## src/rtl/timer_irq_src.sv

```systemverilog
// timer_irq_src: prescaled 16-bit down-counting timer with W1C pending flag and registered active-low interrupt
module timer_irq_src #(
    parameter int CNT_W = 16,
    parameter int PRE_W = 8
) (
    input  logic        clk,
    input  logic        rst,
    input  logic        sel,
    input  logic        wr,
    input  logic [1:0]  addr,
    input  logic [15:0] data_in,
    output logic [15:0] data_out,
    output logic        timer0_int_n
);
    typedef enum logic {IDLE, RUN} state_t;
    state_t state, state_nxt;
    logic ie, oneshot, pend;
    logic [PRE_W-1:0] prescale, pcnt;
    logic [CNT_W-1:0] reload, cnt;
    logic wr_ctrl, wr_reload, wr_count, wr_status, start, tick, expire;
    always_comb begin
        wr_ctrl   = sel && wr && addr == 2'd0;
        wr_reload = sel && wr && addr == 2'd1;
        wr_count  = sel && wr && addr == 2'd2;
        wr_status = sel && wr && addr == 2'd3;
        start     = state == IDLE && wr_ctrl && data_in[0];
        tick      = state == RUN && pcnt == '0;
        expire    = tick && cnt == '0;
        state_nxt = state == IDLE ? (start ? RUN : IDLE)
                  : (((wr_ctrl && !data_in[0]) || (expire && oneshot)) ? IDLE : RUN);
        data_out  = addr == 2'd0 ? 16'({prescale, 5'd0, oneshot, ie, state == RUN})
                  : addr == 2'd1 ? 16'(reload)
                  : addr == 2'd2 ? 16'(cnt)
                  : {14'd0, state == RUN, pend};
    end
    always_ff @(posedge clk) begin
        if (rst) begin
            state        <= IDLE;
            ie           <= 1'b0;
            oneshot      <= 1'b0;
            prescale     <= '0;
            reload       <= '0;
            cnt          <= '0;
            pcnt         <= '0;
            pend         <= 1'b0;
            timer0_int_n <= 1'b1;
        end else begin
            state        <= state_nxt;
            timer0_int_n <= !(pend && ie);
            if (wr_ctrl) begin
                ie       <= data_in[1];
                oneshot  <= data_in[2];
                prescale <= data_in[8 +: PRE_W];
            end
            if (wr_reload) reload <= data_in[CNT_W-1:0];
            if (start) pcnt <= data_in[8 +: PRE_W];
            else if (state == RUN) pcnt <= tick ? prescale : pcnt - PRE_W'(1);
            if (wr_count) cnt <= data_in[CNT_W-1:0];
            else if (start) cnt <= reload;
            else if (tick) cnt <= expire ? reload : cnt - CNT_W'(1);
            if (expire) pend <= 1'b1;
            else if (wr_status && data_in[0]) pend <= 1'b0;
        end
    end
endmodule

```

## config.mk

```make
export PLATFORM = sky130hd
export DESIGN_NAME = timer_irq_src
export DESIGN_NICKNAME = d
export VERILOG_FILES = /design/src/rtl/timer_irq_src.sv
export SDC_FILE = /design/constraint.sdc
export NUM_CORES = 1
export LEC_CHECK = 0
export ABC_AREA = 1
export CAP_MARGIN = 15
export CORE_UTILIZATION = 40
export DETAILED_ROUTE_END_ITERATION = 7
export GPL_TIMING_DRIVEN = 0
export HOLD_SLACK_MARGIN = 0.15
export SYNTH_ARGS = -nofsm -noshare
export SYNTH_HDL_FRONTEND = slang
export SYNTH_SLANG_ARGS = --single-unit
```

## constraint.sdc

```tcl
create_clock -name clk -period 1.81 [get_ports clk]
set_clock_uncertainty 0.2 [all_clocks]
set_input_delay 0.362 -clock clk [delete_from_list [all_inputs] [get_ports clk]]
set_output_delay 0.362 -clock clk [all_outputs]
set_load 0.02 [all_outputs]
```

Yosys cells after proc, flatten, opt, wreduce, memory -nomap -nowiden
Index checks and enable logic that the tools add are counted.

cells by class
  $add $sub $neg = 2
  equal/unequal tests = 3
  multiplexer cells = 15
  bitwise gates (word level) = 1
  reductions and logical operators = 22

operators by type and width
  cell                                                                  count
  16-bit two-way mux                                                    7
  8-bit two-way mux                                                     3
  16-bit logical NOT                                                    1
  16-bit by 1-bit subtractor with 16-bit output, second input constant  1
  1-bit logical AND                                                     13
  8-bit logical NOT                                                     1
  8-bit by 1-bit subtractor with 8-bit output, second input constant    1
  1-bit two-way mux                                                     5
  2-bit == test, second input constant                                  2
  2-bit nonzero test                                                    2
  3-bit nonzero test                                                    1
  2-bit by 1-bit == test with 1-bit output, second input constant       1
  1-bit logical NOT                                                     2
  2-bit logical NOT                                                     1
  1-bit logical OR                                                      1
  1-bit inverter                                                        1

word-level totals
  flip-flop bits (word level) = 53
  input bits = 22
  output and inout port bits = 17
  logic and storage cells = 52

Logic depth before layout (Yosys ltp)
  word-level depth = 7
  depth in mapped cells = 15
  gate-level depth less buffers = 14

Worst setup path before layout
Ideal clock, no wire load.

  path type = input to output
  from = input addr[0]
  to = output data_out[6]
  arrival = 1.436 ns
  data required time = 1.248 ns
  setup slack = -0.188 ns
  stages = 5
  path buffers = 1
  cells stage by stage = inv_2 > nor2_1 > inv_2 > clkbuf_1 > o21ai_0

on the way
  cells in the longest elaborated chain, start to end = 4
  elaborated cells on any way between the ends = 6
  those cells by class = 2 x eq/ne; 3 x mux; 1 x reduce/logical

RTL lines
  item                    RTL line  RTL
  start: declaration      10        input logic [1:0] addr,
  2-bit == test           33        : addr == 2'd2 ? 16'(cnt)
  16-bit two-way mux      33
  16-bit two-way mux      32        : addr == 2'd1 ? 16'(reload)
  16-bit two-way mux (*)  31        data_out = addr == 2'd0 ? 16'({prescale, 5'd0, oneshot, ie, state == RUN})
  end: declaration        12        output logic [15:0] data_out,

Mark *: on every way between the ends. The rest lies on a longest branch, timed or not.

Final worst setup path
  from = register pcnt[0]
  to = register cnt[13]

on the way
  cells in the longest elaborated chain, start to end = 7
  elaborated cells on any way between the ends = 8
  those cells by class = 4 x mux; 4 x reduce/logical

RTL lines
  item                              RTL line  RTL
  start: declaration                18        logic [PRE_W-1:0] prescale, pcnt;
  start signal: assignment          56        if (start) pcnt <= data_in[8 +: PRE_W];
  start signal: assignment          57        else if (state == RUN) pcnt <= tick ? prescale : pcnt - PRE_W'(1);
  8-bit logical NOT (*)             27        tick = state == RUN && pcnt == '0;
  1-bit logical AND (*)             27
  1-bit logical AND                 28        expire = tick && cnt == '0;
  16-bit two-way mux (2 in series)  60        else if (tick) cnt <= expire ? reload : cnt - CNT_W'(1);
  16-bit two-way mux                59        else if (start) cnt <= reload;
  16-bit two-way mux                58        if (wr_count) cnt <= data_in[CNT_W-1:0];
  end signal: assignment            58
  end signal: assignment            59
  end signal: assignment            60
  end: declaration                  19        logic [CNT_W-1:0] reload, cnt;

Mark *: on every way between the ends. The rest lies on a longest branch, timed or not. The select of a mux whose other input is x is not followed.
A chain may end at the register's enable or synchronous reset.

==> results.toml <==
[run_status]
violations = "negative setup slack"
status = "complete, but fails checks"

[timing]
slew_violations = 0
fmax_mhz = 509
finalWorstSetupSlack_ns = -0.155
hold_violations = 0
rsz0062_at_grt = "true"
finalCritPeriodShare_pct = 109
finalSetupViolCount = 27
worst_pin_slew_ns = 0.624
max_slew_margin_pct = 58.4
fin_crit_ns = 1.96
setup_tns_ns = -2.09

[cts]
clk_pin_slew_ns = 0.10
cts_hold_buf = 0
cts_buffer_depth = 2
clock_sinks = 53
numCtsBuffers = 5
insertion_delay_ns = 0.32
clock_tree.root_cell = "clkbuf_8"
htreeDepth = 2
tritoncts = "yes"

[global_routing]
overflow = 0
grt_pass1_wl_mm = 17.8
grt_pass1_vias = 3458
grt.total_usage_pct = 27.6
antenna_found_initial = 0
grt_max_degree = 17

[worst_setup_path]
crit_chain = "inv_2, ha_4, nand2_2, inv_2, nand2_2, nor2_4, buf_6, nand3_4, nand2_4, buf_6, nand2_1, nand3_1, nand2_1, a21oi_1"
worst_ep_required_time_ns = 1.85
cp-end-kind = "flop"
startpoint_type = "flop"
arrival_ns = 2.01
cp_top_family = "simple AND/OR/NAND/NOR gates"
cpPeakStageDelay_ns = 0.35
crit_slowest_cell = "dfxtp_2"
cp_max_fo = 5
cp_num_buf_inv = 4
crit_type = "reg -> reg"

[floorplan]
fp.dieArea_sq_mm = 0.00826
boundaryPins = 39
core_area_sq_mm = 0.00769
die_w_um = 90.9
rows = 32
die_y_um = 90.9
initial_core_util_pct = 41.1

[synthesis]
synth_xor_area_share_pct = 2.49
syn_area_sq_mm = 0.00316
synth_top_family_by_area = "compound AO/OA/AOI/OAI gates"
synthCells = 482
ys_ff_latch = 53
syn-num-nets = 507
syn_area_per_cell_sq_um = 6.56
ys_seq_area_share_pct = 33.6
ys_types = 31
synth-compound-area-share_pct = 26.1
synthSimpleGateAreaFrac_pct = 25.7
ys_warn_count = 0
yosys-mux-area-fraction_pct = 0
synthAdderAreaFrac_pct = 1.19

[layout]
multi_input_area_sq_mm = 0.00211
final_cell_mix = "nand2_1, inv_1, dfxtp_1"
diodes = 0
fillers = 711
area_growth_pct = 46.7
fin_area_sq_mm = 0.00464
seqCellArea_sq_mm = 0.00107
drive_gt1_share_pct = 28.4
final_common_cell = "nand2_1"
nNetsFinal = 590
post-route-util_pct = 60.3

[detailed_routing]
drcViolationCount = 0
drtPass1Iterations = 5
routed-via-count = 3637
wire_per_inst_um = 17.0
wirelength_mm = 11.3
vias_per_cell = 5.44
drt_iter0_drc = 257
ant_nets = 0

[pwr]
power_density_mw_per_mm2 = 716
p_seq_share_pct = 38.5
p_sw_share_pct = 33.0
internal_power_mw = 2.22
power_switching_mw = 1.10
combPwrFrac_pct = 32.1
leakagePower_nw = 2.00
p_clk_share_pct = 29.3
power_mw = 3.32
vdd_ir_drop_max_uv = 335

[placed_design]
pre_cts_ws_ns = -1.56
io_buffers = 37
dp_hpwl_mm = 7.60
gp_congestion = 0.893
dpl_cell_area_sq_mm = 0.00366

[min_path]
hold_class = "reg -> reg"

[job]
cap_violations = 0
-- layout make-up --
type | count | share of cell area, %
clock buffers | 5 | 1.48
inverters | 68 | 6.26
well taps | 102 | 2.75
plain buffers | 16 | 3.35
flip-flops and latches | 53 | 23.2
clock inverters | 3 | 1.40
repair buffers | 78 | 16.1
multi-input cells | 343 | 45.5
-- logic make-up after synthesis --
kind of cell	count (synthesis)
AO/OA/AOI/OAI	144
buffers and inverters	86
flip-flops	53
XOR/XNOR	9
adder cells (fa/ha/maj)	3
AND/OR/NAND/NOR	187
-- cell usage after synthesis --
| cell | number | area, sq um |
|---|---|---|
| a21oi_1 | 46 | 230 |
| a22oi_1 | 7 | 52.6 |
| a31oi_1 | 1 | 6.26 |
| and3_1 | 1 | 6.26 |
| buf_1 | 2 | 7.51 |
| buf_2 | 6 | 30.0 |
| buf_4 | 2 | 15.0 |
| buf_6 | 1 | 11.3 |
| clkbuf_1 | 7 | 26.3 |
| dfxtp_1 | 53 | 1060 |
| ha_1 | 3 | 37.5 |
| inv_1 | 59 | 221 |
| inv_2 | 9 | 33.8 |
| nand2_1 | 100 | 375 |
| nand2_2 | 2 | 12.5 |
| nand3_1 | 16 | 80.1 |
| nand3_2 | 3 | 30.0 |
| nand3b_1 | 2 | 15.0 |
| nand4_1 | 2 | 12.5 |
| nor2_1 | 52 | 195 |
| nor2_2 | 2 | 12.5 |
| nor2_4 | 6 | 67.6 |
| nor3_1 | 1 | 5.00 |
| o211ai_1 | 13 | 97.6 |
| o21ai_0 | 57 | 285 |
| o21ai_1 | 3 | 15.0 |
| o221ai_1 | 12 | 105 |
| o22ai_1 | 4 | 25.0 |
| o41ai_1 | 1 | 8.76 |
| xnor2_1 | 2 | 17.5 |
| xor2_1 | 7 | 61.3 |
-- power groups by stage --
stage	registers [mW]	clock network [mW]	logic, mW
after global placement	1.30	0	0.772
after detailed placement	1.30	0	0.781
final	1.28	0.973	1.07
after floorplan	1.28	0	0.560
after CTS	1.27	0.976	0.969
after global routing	1.29	1.03	1.17
-- per-layer routing --
metal	wire [um]	vias up	track usage, %
met2	5520	164	47.1
met4	331	0	9.52
met3	740	27	3.70
li1	-	1771	-
met5	0	-	0
met1	4750	1675	35.5
-- registers in the layout (all words and copies together), names as in the netlist --
register and flops:
cnt 16, reload 16, pcnt 8, prescale 8, ie 1, oneshot 1, pend 1, state 1
timer0_int_n 1
-- final timing paths --
kind	startpoint	to	slack (ns)	cells after the start
worst max-delay path	pcnt[0]$_SDFFE_PP0P_	cnt[13]$_SDFFE_PP0P_	-0.15	14
worst min-delay path	ie$_SDFFE_PP0P_	timer0_int_n$_SDFF_PP1_	0.25	1
worst max register to register	pcnt[0]$_SDFFE_PP0P_	cnt[13]$_SDFFE_PP0P_	-0.15	14
worst min register to register	ie$_SDFFE_PP0P_	timer0_int_n$_SDFF_PP1_	0.25	1
-- through the flow --
step	hold WS (ns)	std cells
floorplan	0.193	482
CTS	0.262	660
global route	0.279	668
detailed placement	0.239	621
global placement	0.228	621
finish	0.254	668
-- repair_timing --
| action | 4_1_cts | 5_1_grt |
|---|---|---|
| pin swaps | 24 | 22 |
| setup buffers | 29 | 7 |
| resized for setup | 192 | 56 |
| endpoints found under the hold margin | 0 | 0 |
| endpoints found under the setup margin | 66 | 47 |
| cloned | 4 | 1 |
-- worst register-to-register path: cells and delay by family, from the launching register on --
kind | cells | cell delay (ns)
DFF | 1 | 0.35
adders and majority gates | 1 | 0.14
AOI/OAI and AO/OA | 1 | 0.12
buffers and inverters | 4 | 0.38
and+or+nand+nor | 8 | 0.70
Note: power is estimated with default switching activity, not from simulation.
==> RTL change, RTL diff (same flow settings) <==
Reset style: asynchronous (`rst`), changed in one clocked block.
--- a/src/rtl/timer_irq_src.sv
+++ b/src/rtl/timer_irq_src.sv
@@ -33,7 +33,7 @@
                   : addr == 2'd2 ? 16'(cnt)
                   : {14'd0, state == RUN, pend};
     end
-    always_ff @(posedge clk) begin
+    always_ff @(posedge clk or posedge rst) begin
         if (rst) begin
             state        <= IDLE;
             ie           <= 1'b0;
Formal check against the unedited RTL: differs if rst is asserted again (counterexample within 4 cycles, from zero or initial values and one cycle with rst high); with rst held inactive, the same outputs for 4 cycles.
==> RTL change against the unedited design <==
The flow still finishes with violations (negative setup slack); design area up 3.6%; critical path depth down 8; wire length down 1.6%; area after synthesis up 8.6%; largest cell class unchanged; count of clock-buffer cells in the layout up 1; sequential share of layout area up 4.5 points; register-to-register slack better by 40 ps; sequential cell count unchanged; critical path type is now reg2out; setup slack better by 24 ps.
Power is not compared: it rests on default switching activity, and its combinational part moved more than twofold at a synthesized area within 25%.
==> RTL change: results (changes against the unedited design) <==
Status: finished, violations left
Failing checks: negative setup slack
CP peak stage delay: 390 ps (+40 ps)
Most used DFF post-synth: dfrtp_1
Least-Margin Pin Slew: 575.2 ps (-48.45 ps)
Largest registers: cnt: 16 flops, reload: 16 flops
Synth Area in Adders: 0.7294% (-0.46 points)
ANT cells: 0 (unchanged)
Vias: 3,506 (-3.6%)
Global-route wire length before repair: 18,040 um (+1.4%)
Setup Viol. Count Final: 22 (-19%)
Maximum clock insertion buffer count: 2 (unchanged)
GRT Overall Usage: 26.94% (-0.64 points)
Slowest CP cell: dfrtp_1
FFs w/ async S/R, synth: 100.0% (+100 points)
Worst Slack Setup Final: -130.6 ps (+24.01 ps)
Number of global-route vias before repair: 3,403 (-1.6%)
Met2 Usage GRT: 43.11% (-4.0 points)
Yosys cell types: 35 (+13%)
Post-synthesis compound-gate area fraction: 14.00% (-12 points)
Max VDD drop: 644.7 uV
Dominant cells by area after synthesis: dfrtp_1 38%, nand2_1 14%, inv_1 7.1%
Synthesized Nets: 482 (-4.9%)
Layout fillers: 774 (+8.9%)
Dpl hpwl: 7345 um (-3.3%)
Post-Route WL: 11,160 um (-1.6%)
Most frequent cells after synthesis: 129 x nand2_1, 65 x inv_1, 52 x dfrtp_1
Layout cells sized above 1: 34.01% (+5.6 points)
PortBufs: 38 (+2.7%)
Hold_ws: 229.8 ps (-24.11 ps)
Post-synthesis sequential area ratio: 38.69% (+5.1 points)
M3 GR Usage: 3.945% (+0.24 points)
1st-iter DRT viols: 245 (-4.7%)
DP Worst Slack: -1498 ps (+66.98 ps)
Setup TNS Final: -1657 ps (+430.9 ps)
Setup bufs post-CTS: 28 (-3.4%)
Final net count: 567 (-3.9%)
M1 GR Usage: 37.50% (+2.0 points)
R2R setup slack: -110 ps (+40 ps)
## RTL change: worst max-delay path, delay by kind of cell (launching register included)
| family | cells | cell delay, ps |
|---|---|---|
| compound gates | 3 | 290 |
| buf+inv | 3 | 400 |
| flops | 1 | 390 |
## RTL change: layer usage
layer / up-vias / wire, um
li1: 1659 / -
met3: 21 / 581
met5: - / 0
met1: 1711 / 4962
met4: 0 / 240
met2: 115 / 5375
## RTL change: worst paths after layout
kind / start / endpoint / cells after the start
setup / recovery: cnt[0] / data_out[0] / 6
hold / removal: pend / timer0_int_n / 1
setup reg to reg: pcnt[1] / cnt[13] / 11
hold reg to reg: pend / timer0_int_n / 1
max in group asynchronous: rst / cnt[4] / 3
min in group asynchronous: rst / pcnt[5] / 2
## RTL change: area by class of cell
| type | count | area, um2 | share of cell area, % |
|---|---|---|---|
| multi-input combinational | 322 | 2087 | 43.43 |
| sequential | 53 | 1331 | 27.70 |
| tap | 105 | 131.4 | 2.734 |
| timing repair inverter | 1 | 16.27 | 0.3385 |
| clock buffer | 6 | 72.57 | 1.510 |
| inverter | 69 | 281.5 | 5.858 |
| clock inverter | 2 | 10.01 | 0.2083 |
| timing repair buffer | 77 | 757.0 | 15.75 |
| buffer | 14 | 118.9 | 2.473 |
## RTL change: power by group
| part | switching, uW | internal [uW] | total (uW) | leakage, uW |
|---|---|---|---|---|
| clock network | 415 | 270 | 685 | 0.0000450 |
| registers | 419 | 1570 | 1990 | 0.000644 |
| logic | 1760 | 1340 | 3100 | 0.00161 |
| total | 2590 | 3180 | 5780 | 0.00230 |
## RTL change: stage by stage
stage / cell area, um2 / std cells
6_report: 4806 / 649
5_1_grt: 4806 / 649
4_1_cts: 4606 / 642
3_5_place_dp: 3973 / 602
3_3_place_gp: 3953 / 601
2_1_floorplan: 3441 / 458
